`src/rtl/rst_sequencer_if.sv`:
```
// Lock inputs, software request and sequenced reset outputs shared between
// the reset sequencer and the clocking fabric around it.
interface rst_sequencer_if #(
  parameter int NUM_LOCK = 3,
  parameter int NUM_CH   = 4
);
  logic [NUM_LOCK-1:0] lock_i;
  logic                sw_rst_i;
  logic                pll_rst_o;
  logic [NUM_CH-1:0]   rst_o;
  logic                done_o;
  logic [1:0]          state_o;
  logic [7:0]          relock_cnt_o;
  logic [7:0]          timeout_cnt_o;

  modport master (
    output lock_i, sw_rst_i,
    input  pll_rst_o, rst_o, done_o, state_o, relock_cnt_o, timeout_cnt_o
  );

  modport slave (
    input  lock_i, sw_rst_i,
    output pll_rst_o, rst_o, done_o, state_o, relock_cnt_o, timeout_cnt_o
  );
endinterface

```
`src/rtl/rst_sequencer.sv`:
```
// Lock-qualified reset sequencer: holds the PLLs in reset, waits for a filtered
// lock, then releases the channel resets one by one and re-arms on lock loss.
module rst_sequencer #(
  parameter int NUM_LOCK     = 3,
  parameter int NUM_CH       = 4,
  parameter int SYNC_STAGES  = 2,
  parameter int LOCK_FILTER  = 16,
  parameter int LOSS_FILTER  = 4,
  parameter int RELEASE_GAP  = 8,
  parameter int LOCK_TIMEOUT = 65536,
  parameter int PLL_RST_LEN  = 32
) (
  input logic            wb_clk_i,
  input logic            wb_rst_i,
  rst_sequencer_if.slave bus
);

  typedef enum logic [1:0] {
    ST_PLL_RST   = 2'd0,
    ST_WAIT_LOCK = 2'd1,
    ST_RELEASE   = 2'd2,
    ST_RUN       = 2'd3
  } state_t;

  localparam int PW = $clog2(PLL_RST_LEN) + 1;
  localparam int FW = $clog2(LOCK_FILTER) + 1;
  localparam int TW = $clog2(LOCK_TIMEOUT) + 1;
  localparam int GW = $clog2(RELEASE_GAP) + 1;
  localparam int LW = $clog2(LOSS_FILTER) + 1;

  localparam logic [PW-1:0] PLL_LAST  = PW'(PLL_RST_LEN - 1);
  localparam logic [FW-1:0] FILT_LAST = FW'(LOCK_FILTER - 1);
  localparam logic [TW-1:0] TMO_LAST  = TW'(LOCK_TIMEOUT - 1);
  localparam logic [GW-1:0] GAP_LAST  = GW'(RELEASE_GAP - 1);
  localparam logic [LW-1:0] LOSS_LAST = LW'(LOSS_FILTER - 1);

  function automatic logic [7:0] sat_inc8(input logic [7:0] v);
    sat_inc8 = (v == 8'hFF) ? v : v + 8'd1;
  endfunction

  logic [NUM_LOCK-1:0] lock_sync_r [SYNC_STAGES];
  logic                locked_s;

  state_t            state_r, state_s;
  logic [PW-1:0]     pll_cnt_r, pll_cnt_s;
  logic [FW-1:0]     filt_cnt_r, filt_cnt_s;
  logic [TW-1:0]     tmo_cnt_r, tmo_cnt_s;
  logic [GW-1:0]     gap_cnt_r, gap_cnt_s;
  logic [LW-1:0]     loss_cnt_r, loss_cnt_s, loss_next_s;
  logic [NUM_CH-1:0] rst_r, rst_s, rst_shift_s;
  logic [7:0]        relock_r, relock_s;
  logic [7:0]        timeout_r, timeout_s;
  logic              done_r, pll_rst_r;
  logic              loss_hit_s, filt_hit_s;

  // Bring the asynchronous lock flags into the wb_clk_i domain.
  always_ff @(posedge wb_clk_i) begin
    if (wb_rst_i) begin
      for (int i = 0; i < SYNC_STAGES; i++) lock_sync_r[i] <= '0;
    end else begin
      lock_sync_r[0] <= bus.lock_i;
      for (int i = 1; i < SYNC_STAGES; i++) lock_sync_r[i] <= lock_sync_r[i-1];
    end
  end

  assign locked_s    = &lock_sync_r[SYNC_STAGES-1];
  assign filt_hit_s  = locked_s && (filt_cnt_r == FILT_LAST);
  assign loss_hit_s  = !locked_s && (loss_cnt_r == LOSS_LAST);
  assign loss_next_s = locked_s ? '0 : loss_cnt_r + 1'b1;
  assign rst_shift_s = rst_r << 1'b1;

  // Next-state and next-output decode; software request overrides everything.
  always_comb begin
    state_s    = state_r;
    pll_cnt_s  = pll_cnt_r;
    filt_cnt_s = filt_cnt_r;
    tmo_cnt_s  = tmo_cnt_r;
    gap_cnt_s  = gap_cnt_r;
    loss_cnt_s = loss_cnt_r;
    rst_s      = rst_r;
    relock_s   = relock_r;
    timeout_s  = timeout_r;
    if (bus.sw_rst_i) begin
      state_s   = ST_PLL_RST;
      pll_cnt_s = '0;
      rst_s     = '1;
    end else begin
      case (state_r)
        ST_PLL_RST: begin
          rst_s = '1;
          if (pll_cnt_r == PLL_LAST) begin
            state_s    = ST_WAIT_LOCK;
            filt_cnt_s = '0;
            tmo_cnt_s  = '0;
          end else begin
            pll_cnt_s = pll_cnt_r + 1'b1;
          end
        end
        ST_WAIT_LOCK: begin
          rst_s = '1;
          if (filt_hit_s) begin
            state_s    = ST_RELEASE;
            rst_s      = {NUM_CH{1'b1}} << 1'b1;
            gap_cnt_s  = '0;
            loss_cnt_s = '0;
          end else if (tmo_cnt_r == TMO_LAST) begin
            state_s   = ST_PLL_RST;
            pll_cnt_s = '0;
            timeout_s = sat_inc8(timeout_r);
          end else begin
            filt_cnt_s = locked_s ? filt_cnt_r + 1'b1 : '0;
            tmo_cnt_s  = tmo_cnt_r + 1'b1;
          end
        end
        ST_RELEASE, ST_RUN: begin
          if (loss_hit_s) begin
            state_s    = ST_WAIT_LOCK;
            rst_s      = '1;
            relock_s   = sat_inc8(relock_r);
            filt_cnt_s = '0;
            tmo_cnt_s  = '0;
            loss_cnt_s = '0;
          end else begin
            loss_cnt_s = loss_next_s;
            if (state_r == ST_RUN) begin
              state_s = ST_RUN;
            end else if (rst_r == '0) begin
              // single-channel build: first release cycle already cleared everything
              state_s = ST_RUN;
            end else if (gap_cnt_r == GAP_LAST) begin
              rst_s     = rst_shift_s;
              gap_cnt_s = '0;
              state_s   = (rst_shift_s == '0) ? ST_RUN : ST_RELEASE;
            end else begin
              gap_cnt_s = gap_cnt_r + 1'b1;
            end
          end
        end
        default: begin
          state_s   = ST_PLL_RST;
          pll_cnt_s = '0;
          rst_s     = '1;
        end
      endcase
    end
  end

  // State, counters and registered outputs.
  always_ff @(posedge wb_clk_i) begin
    if (wb_rst_i) begin
      state_r    <= ST_PLL_RST;
      pll_cnt_r  <= '0;
      filt_cnt_r <= '0;
      tmo_cnt_r  <= '0;
      gap_cnt_r  <= '0;
      loss_cnt_r <= '0;
      rst_r      <= '1;
      relock_r   <= 8'd0;
      timeout_r  <= 8'd0;
      done_r     <= 1'b0;
      pll_rst_r  <= 1'b1;
    end else begin
      state_r    <= state_s;
      pll_cnt_r  <= pll_cnt_s;
      filt_cnt_r <= filt_cnt_s;
      tmo_cnt_r  <= tmo_cnt_s;
      gap_cnt_r  <= gap_cnt_s;
      loss_cnt_r <= loss_cnt_s;
      rst_r      <= rst_s;
      relock_r   <= relock_s;
      timeout_r  <= timeout_s;
      done_r     <= ~|rst_s;
      pll_rst_r  <= (state_s == ST_PLL_RST);
    end
  end

  assign bus.pll_rst_o     = pll_rst_r;
  assign bus.rst_o         = rst_r;
  assign bus.done_o        = done_r;
  assign bus.state_o       = state_r;
  assign bus.relock_cnt_o  = relock_r;
  assign bus.timeout_cnt_o = timeout_r;

endmodule

```
`src/flat_wrapper.sv`:
```
// flat-port wrapper written by rule: the top's interface ports become plain ports
module rst_sequencer_flat 
#(
  parameter int NUM_LOCK     = 3,
  parameter int NUM_CH       = 4,
  parameter int SYNC_STAGES  = 2,
  parameter int LOCK_FILTER  = 16,
  parameter int LOSS_FILTER  = 4,
  parameter int RELEASE_GAP  = 8,
  parameter int LOCK_TIMEOUT = 65536,
  parameter int PLL_RST_LEN  = 32
)
  (wb_clk_i, wb_rst_i, bus_lock_i, bus_sw_rst_i, bus_pll_rst_o, bus_rst_o, bus_done_o, bus_state_o, bus_relock_cnt_o, bus_timeout_cnt_o);
  rst_sequencer_if #(.NUM_LOCK(NUM_LOCK), .NUM_CH(NUM_CH)) bus_i ();
  input logic wb_clk_i;
  input logic wb_rst_i;
  input wire logic [$bits(bus_i.lock_i)-1:0] bus_lock_i;
  input wire logic [$bits(bus_i.sw_rst_i)-1:0] bus_sw_rst_i;
  output wire logic [$bits(bus_i.pll_rst_o)-1:0] bus_pll_rst_o;
  output wire logic [$bits(bus_i.rst_o)-1:0] bus_rst_o;
  output wire logic [$bits(bus_i.done_o)-1:0] bus_done_o;
  output wire logic [$bits(bus_i.state_o)-1:0] bus_state_o;
  output wire logic [$bits(bus_i.relock_cnt_o)-1:0] bus_relock_cnt_o;
  output wire logic [$bits(bus_i.timeout_cnt_o)-1:0] bus_timeout_cnt_o;
  assign bus_i.lock_i = bus_lock_i;
  assign bus_i.sw_rst_i = bus_sw_rst_i;
  assign bus_pll_rst_o = bus_i.pll_rst_o;
  assign bus_rst_o = bus_i.rst_o;
  assign bus_done_o = bus_i.done_o;
  assign bus_state_o = bus_i.state_o;
  assign bus_relock_cnt_o = bus_i.relock_cnt_o;
  assign bus_timeout_cnt_o = bus_i.timeout_cnt_o;
  rst_sequencer #(.NUM_LOCK(NUM_LOCK), .NUM_CH(NUM_CH), .SYNC_STAGES(SYNC_STAGES), .LOCK_FILTER(LOCK_FILTER), .LOSS_FILTER(LOSS_FILTER), .RELEASE_GAP(RELEASE_GAP), .LOCK_TIMEOUT(LOCK_TIMEOUT), .PLL_RST_LEN(PLL_RST_LEN)) u_core (.wb_clk_i(wb_clk_i), .wb_rst_i(wb_rst_i), .bus(bus_i));
endmodule
```
`config.mk`:
```
export PLATFORM = sky130hd
export DESIGN_NAME = rst_sequencer_flat
export DESIGN_NICKNAME = d
export VERILOG_FILES = /design/src/rtl/rst_sequencer_if.sv /design/src/rtl/rst_sequencer.sv /design/src/flat_wrapper.sv
export SDC_FILE = /design/constraint.sdc
export NUM_CORES = 1
export LEC_CHECK = 0
export CAP_MARGIN = 10
export CORE_MARGIN = 2
export CORE_UTILIZATION = 65
export DETAILED_ROUTE_END_ITERATION = 10
export DONT_BUFFER_PORTS = 1
export GPL_TIMING_DRIVEN = 0
export PLACE_DENSITY = 0.8
export SLEW_MARGIN = 15
export SYNTH_ARGS = -nofsm -noshare
export SYNTH_HDL_FRONTEND = slang
export SYNTH_SLANG_ARGS = --single-unit
```
`constraint.sdc`:
```
create_clock -name wb_clk_i -period 4.5 [get_ports wb_clk_i]
set_input_delay 0 -clock wb_clk_i [delete_from_list [all_inputs] [get_ports wb_clk_i]]
set_output_delay 0 -clock wb_clk_i [all_outputs]
set_load 0.005 [all_outputs]
```
==> results of run 1 <==
per-stage QoR:
stage	setup slack, ns	hold WS (ns)	instances	instance area, um^2	util (%)
floorplan	1.97	0.128	379	3200	-
global placement	1.53	0.131	446	3280	69.5
detailed placement	1.51	0.138	446	3280	69.5
CTS	1.47	0.0480	467	3510	74.2
global route	1.22	0.0907	467	3510	74.2
finish	1.47	0.0546	467	3510	74.2
worst max path at each step:
stage	start	to	slack, ns	cells past startpoint
after floorplan	u_core.tmo_cnt_r[0]	u_core.tmo_cnt_r[3]	1.97	13
after global placement	u_core.tmo_cnt_r[0]	u_core.tmo_cnt_r[3]	1.53	13
after detailed placement	u_core.tmo_cnt_r[0]	u_core.tmo_cnt_r[3]	1.51	13
after CTS	u_core.tmo_cnt_r[0]	u_core.tmo_cnt_r[3]	1.47	13
after global routing	u_core.tmo_cnt_r[0]	u_core.tmo_cnt_r[3]	1.22	13
final	u_core.tmo_cnt_r[0]	u_core.tmo_cnt_r[3]	1.47	13
placed cells by master, fill, tap and decap left out, types with 4 or more instances in the layout:
cell	n
o21ai_0	14
xnor2_1	11
dlygate4sd3_1	5
o31ai_1	4
nor2_1	43
nand4_1	8
nand3_1	23
nor3_1	7
clkbuf_1	13
xor2_1	5
dfxtp_1	65
nor2b_1	9
nand2_1	36
ha_1	10
inv_1	12
and3_1	6
clkbuf_8	11
or3_1	12
a21oi_1	33
or4_1	7
where the power goes:
group	total, uW	switching [uW]	internal (uW)
combinational	22.1	13.7	8.35
clock	442	214	228
sequential	581	2.08	579
total	1040	230	814
registers in the layout (all words and copies together) (netlist names):
| register | flops |
|---|---|
| u_core.bus.done_o | 1 |
| u_core.bus.pll_rst_o | 1 |
| u_core.bus.relock_cnt_o | 8 |
| u_core.bus.rst_o | 4 |
| u_core.bus.state_o | 2 |
| u_core.bus.timeout_cnt_o | 8 |
| u_core.filt_cnt_r | 5 |
| u_core.gap_cnt_r | 4 |
| u_core.lock_sync_r | 6 |
| u_core.loss_cnt_r | 3 |
| u_core.pll_cnt_r | 6 |
| u_core.tmo_cnt_r | 17 |
kinds of logic (layout without fill, tap and decap cells):
family / Yosys count / in the layout / synth area share, %
multiplexers: 3 / 3 / 1.02
flip-flops: 65 / 65 / 40.7
AO/OA/AOI/OAI: 72 / 72 / 14.2
XOR/XNOR: 16 / 16 / 4.38
adder cells (fa/ha/maj): 10 / 10 / 3.91
AND/OR/NAND/NOR: 184 / 184 / 31.7
buffers and inverters: 29 / 50 / 4.11
critical path, stage by stage, from the launching register on:
cell and delay (ns):
dfxtp_1 0.40, ha_1 0.21, nand3_1 0.19, nor2_1 0.30, nand3_1 0.18, nor2_1 0.16
ha_1 0.27, inv_1 0.08, a221o_2 0.42, nand4_4 0.15, buf_6 0.15, buf_2 0.23
o21ai_0 0.12, a21oi_1 0.12
per-layer routing:
| layer | wire length [um] | vias to the layer above |
|---|---|---|
| met2 | 3210 | 57 |
| met1 | 3120 | 1334 |
| met4 | 120 | 0 |
| met3 | 346 | 14 |
| met5 | 0 | - |
| li1 | - | 1391 |
cell type report:
type | instances | area (um^2)
multi-input combinational | 285 | 1770
buffer | 17 | 86.3
tap | 67 | 83.8
clock buffer | 13 | 159
clock inverter | 3 | 15.0
inverter | 12 | 45.0
sequential | 65 | 1300
fill | 362 | 1220
timing repair buffer | 5 | 50.0
==> results_dict.tcl, run 1 <==
set metrics [dict create \
    run_status "finished, final reports clean" \
    layout_worst_path_cycle_share_pct 67.4 \
    cts_buffers 9 \
    fmax_ghz 0.330 \
    ys_seq_elements 65 \
    ys_async_sr_fraction_pct 0 \
    drt_iter0_drc 166 \
    dr.pass1.iters 4 \
    hold_viol_final 0 \
    antenna_found_initial 0 \
    start_util_pct 67.7 \
    cp.arrival_ns 3.31 \
    whs_endpoint "u_core.lock_sync_r[0][5]" \
    clock_path_buffers 2 \
    clock_sinks 65 \
    grt_overflow 0 \
    min_path_cells 2 \
    ys_top_cells_by_count "65 x dfxtp_1, 43 x nor2_1, 36 x nand2_1" \
    layout-drive-gt1-share_pct 9.75 \
    yosys-top-cells-area "dfxtp_1 41%, a21oi_1 5.2%, nor2_1 5.0%" \
    clk_latency_ns 0.35 \
    clk_transition_reported_paths_ns 0.07 \
    io_buffers 0 \
    dpl.hpwl_um 4740 \
    post_cts_buffers 0 \
    grt_max_degree 11 \
    reg2reg_depth 13 \
    fin_worst_skew_ns 0.0110 \
    setup_violations 0 \
    critPathCaptureType "flop" \
    grtUsageTotal_pct 27.1 \
    clock-root-buffer "clkbuf_8" \
    grt_pass1_vias 2575 \
    wl_um 6800 \
    synth_largest_area_cell "dfxtp_1" \
    nNetsFinal 411 \
    rsz0062_at_grt "false" \
    postCtsHoldBufs 5 \
    wl_per_cell_um 14.6 \
    setup_tns_ns 0 \
    top_usage_layer "met2" \
    syn-mean-instance-area_um2 8.44 \
    tritoncts "yes" \
    worstSetupPathType "flop to flop" \
    core_area_um2 4720 \
    gp_congestion 0.911 \
    netlist_area_um2 3200 \
    syn_to_final_growth_pct 9.62 \
    synthesis.nets 395 \
    hold_start "wb_rst_i" \
    ys_types 57 \
    hp-class "primary input to flop" \
    ant_nets 0 \
    leakagePower_uw 0.00116 \
    start_kind "flop" \
    num_rows 25 \
    drv_slew 0 \
    cap_violations 0 \
    synth_seq_area_share_pct 40.7 \
    irDropWorstVdd_v 0.000286 \
    synth-edff-count 0 \
    met2_usage_pct 42.7 \
    cts_max_level 3 \
    slew_headroom_pct 55.9 \
    power.total_uw 1040 \
    dieArea_um2 5500 \
    n_antenna_cell 0 \
    tightestPinTransition_ns 0.657 \
    reg2reg_slack_ns 1.47 \
    r2r-end "u_core.tmo_cnt_r[3]" \
    use_met3_pct 8.94 \
    required_ns 4.78 \
    via_count 2796 \
    chipWidth_um 74.1 \
    yosys_warnings 0 \
    synthCells 379 \
    ctsResizeCount 0 \
    worstReg2RegStart "u_core.tmo_cnt_r[0]" \
    via_per_inst 5.99 \
    netlist.area_leader.share_pct 40.7 \
    drc 0 \
    yosysMostFrequentCell "dfxtp_1" \
    synth_ff_type "dfxtp_1" \
    cp_max_fo 10 \
    power_density_nw_per_um2 298 \
    gr-usage-met1_pct 34.2 \
    ioPinCount 30 \
    fin_crit_ns 3.03 \
    grt_first_pass_wirelength_um 11400 \
    die_h_um 74.1 \
]
(Power assumes the default switching activity.)
==> run 2: changes to the inputs <==
--- a/config.mk
+++ b/config.mk
@@ -5,13 +5,14 @@
 export SDC_FILE = /design/constraint.sdc
 export NUM_CORES = 1
 export LEC_CHECK = 0
+export ABC_AREA = 1
 export CAP_MARGIN = 10
 export CORE_MARGIN = 2
-export CORE_UTILIZATION = 65
+export CORE_UTILIZATION = 63
 export DETAILED_ROUTE_END_ITERATION = 10
 export DONT_BUFFER_PORTS = 1
 export GPL_TIMING_DRIVEN = 0
-export PLACE_DENSITY = 0.8
+export PLACE_DENSITY = 0.78
 export SLEW_MARGIN = 15
 export SYNTH_ARGS = -nofsm -noshare
 export SYNTH_HDL_FRONTEND = slang
==> constraint.sdc (replaced) <==
create_clock -name wb_clk_i -period 2.9 [get_ports wb_clk_i]
set_input_delay 0 -clock wb_clk_i [delete_from_list [all_inputs] [get_ports wb_clk_i]]
set_output_delay 0 -clock wb_clk_i [all_outputs]
set_load 0.005 [all_outputs]
==> run 2 against run 1 <==
Effect of this change:
- non-clock buffer count down 6
- clock skew down 0.0015 ns
- synthesized cell count up 28%
- cell count up 24%
- register-to-register slack worse by 1.1 ns
- critical path type unchanged
==> results_dict.tcl, run 2 <==
set metrics [dict create \
    cap_violations 0 \
    syn_to_final_growth_pct 12.1 \
    crit_family "simple AND/OR/NAND/NOR gates" \
    fin_worst_skew_ns 0.00949 \
    crit_chain "ha_2, nand3_1, nor2_4, nand2_1, nor4_2, ha_1, inv_1, nor2_1, o21ai_2, nor2_4, nand3_1, nand2_1, nor2_1" \
    crit_path_start "u_core.tmo_cnt_r[0]" \
    yosys-top-cells-area "dfxtp_1 39%, nand2_1 12%, a21oi_1 7.0%" \
    ant_nets 0 \
    ioPinCount 30 \
    wl_met2_um 3630 \
    synth-edff-count 0 \
    grtUsageTotal_pct 26.0 \
    yosys_warnings 0 \
    ys_types 29 \
    cp.buffers_inverters 1 \
    synthesis.nets 502 \
    layout-drive-gt1-share_pct 7.30 \
    holdWs_ns 0.0101 \
    grt_first_pass_wirelength_um 12400 \
    met3_length_um 388 \
    antenna_found_initial 0 \
    slowest_delay_ns 0.43 \
    slew_headroom_pct 59.8 \
    synth_largest_area_cell "dfxtp_1" \
    leakagePower_uw 0.00143 \
    clock_path_buffers 2 \
    wl_per_cell_um 12.9 \
    clk_latency_ns 0.35 \
    grt_pass1_vias 2832 \
    netlist.area_leader.share_pct 38.6 \
    clock-root-buffer "clkbuf_8" \
    critPathCaptureType "flop" \
    run_status "finished, final reports clean" \
    rsz0062_at_grt "false" \
    grt_max_degree 12 \
    die_h_um 77.2 \
    cp.arrival_ns 2.81 \
    dpl_worst_slack_ns -0.0312 \
    worst-path-stages 13 \
    worstSetupPathType "flop to flop" \
    final_core_util_pct 73.6 \
    tritoncts "yes" \
    fmax_ghz 0.389 \
    layout_worst_path_cycle_share_pct 88.7 \
    cp_max_fo 9 \
    ys_top_cells_by_count "112 x nand2_1, 65 x dfxtp_1, 62 x nor2_1" \
    highest_layer "met4" \
    cts_buffers 9 \
    ys_seq_elements 65 \
    dpl.hpwl_um 5230 \
    ys_async_sr_fraction_pct 0 \
    required_ns 3.14 \
    core_area_um2 5140 \
    dieArea_um2 5960 \
    worst_slack_ns 0.327 \
    hold_viol_final 0 \
    hp-class "primary input to flop" \
    fin_crit_ns 2.57 \
    start_kind "flop" \
    drc 0 \
    fill_cells 428 \
    dr.pass1.iters 5 \
    drt_iter0_drc 184 \
    layout_common_cells "112 x nand2_1, 65 x dfxtp_1, 61 x nor2_1" \
    largest_reg_flops 17 \
    clock_sinks 65 \
    synthCells 486 \
    synth_seq_area_share_pct 38.6 \
    io_buffers 0 \
    syn-mean-instance-area_um2 6.94 \
    via_per_inst 5.51 \
    largest_register "u_core.tmo_cnt_r" \
    met1_length_um 3260 \
    n_antenna_cell 0 \
    wl_um 7420 \
    grt_overflow 0 \
    worstReg2RegStart "u_core.tmo_cnt_r[0]" \
    cpMaxStageDelayCell "dfxtp_1" \
    num_rows 26 \
    netlist_area_um2 3370 \
    start_util_pct 65.7 \
    yosysMostFrequentCell "nand2_1" \
    irDropWorstVdd_v 0.000538 \
    tightestPinTransition_ns 0.603 \
    gp_congestion 0.886 \
    power_density_nw_per_um2 498 \
    hold_start "bus_sw_rst_i" \
    nNetsFinal 518 \
    setup_violations 0 \
    reg2reg_depth 13 \
    via_count 3177 \
    cts_max_level 3 \
    chipWidth_um 77.2 \
    clk_transition_reported_paths_ns 0.07 \
    drv_slew 0 \
    min_path_cells 4 \
    synth_ff_type "dfxtp_1" \
    mostFrequentLayoutCell "nand2_1" \
]
-- run 2: changes by cell type in the layout (fill, tap and decap cells not counted), moves of 13 or more --
cell | before | now
a21oi_1 | 33 | 47
nand2_1 | 36 | 112
nand3_1 | 23 | 40
nor2_1 | 43 | 61
nand4_1 | 8 | 21
inv_1 | 12 | 52
-- run 2: worst paths after layout --
| kind | endpoint | slack (ns) |
|---|---|---|
| worst min-delay path | u_core.loss_cnt_r[1] | 0.01 |
| worst min register to register | u_core.lock_sync_r[0][3] | 0.40 |
| worst max-delay path | u_core.bus.timeout_cnt_o[2] | 0.33 |
| worst max register to register | u_core.bus.timeout_cnt_o[2] | 0.33 |
-- run 2: logic make-up (layout without fill, tap and decap cells) --
group,count (synthesis),in the layout,synth area share (%)
buffers and inverters,64,85,7.97
xor gates and xnor gates,17,17,4.41
DFF,65,65,38.6
AOI/OAI and AO/OA,75,75,11.5
and+or+nand+nor,255,255,33.9
adders and majority gates,10,10,3.71
-- run 2: repair_timing --
item / in CTS / in global routing
buffers inserted: 0 / 0
setup endpoints to repair: 8 / 17
hold endpoints to repair: 19 / 0
resized for setup: 2 / 4
hold buffers: 5 / 0
pin swaps: 0 / 0
-- run 2: tightest hold or removal path, cell delays in order --
cell     delay, ns
nor2_1        0.03
nand2_2       0.11
inv_1         0.06
a21oi_1       0.11
-- run 2: power by group --
part	switching (uW)	leakage (uW)	internal, uW
clock	352	0.000120	593
combinational	24.0	0.000783	11.9
sequential	3.00	0.000525	897
-- run 2: layer usage --
layer	GRT usage, %	vias up
met5	0	-
met3	7.18	14
met2	43.6	101
li1	-	1625
met1	31.1	1437
met4	11.1	0
-- run 2: cell type report --
| class | instances | area [um^2] | share of cell area [%] |
|---|---|---|---|
| well taps | 70 | 87.6 | 2.32 |
| repair buffers | 5 | 50.0 | 1.32 |
| inverters | 53 | 201 | 5.33 |
| multi-input cells | 357 | 1830 | 48.4 |
| clock inverters | 5 | 103 | 2.71 |
| plain buffers | 11 | 67.6 | 1.79 |
| clock buffers | 11 | 141 | 3.74 |
| flip-flops and latches | 65 | 1300 | 34.4 |
-- run 2: metrics by stage --
stage	cell area, um^2	setup TNS [ns]	cells	total power [uW]
after detailed placement	3460	-0.0312	556	951
after global placement	3460	0	556	950
after global routing	3780	0	577	1940
after floorplan	3370	0	486	942
final	3780	0	577	1880
after CTS	3760	0	577	1890
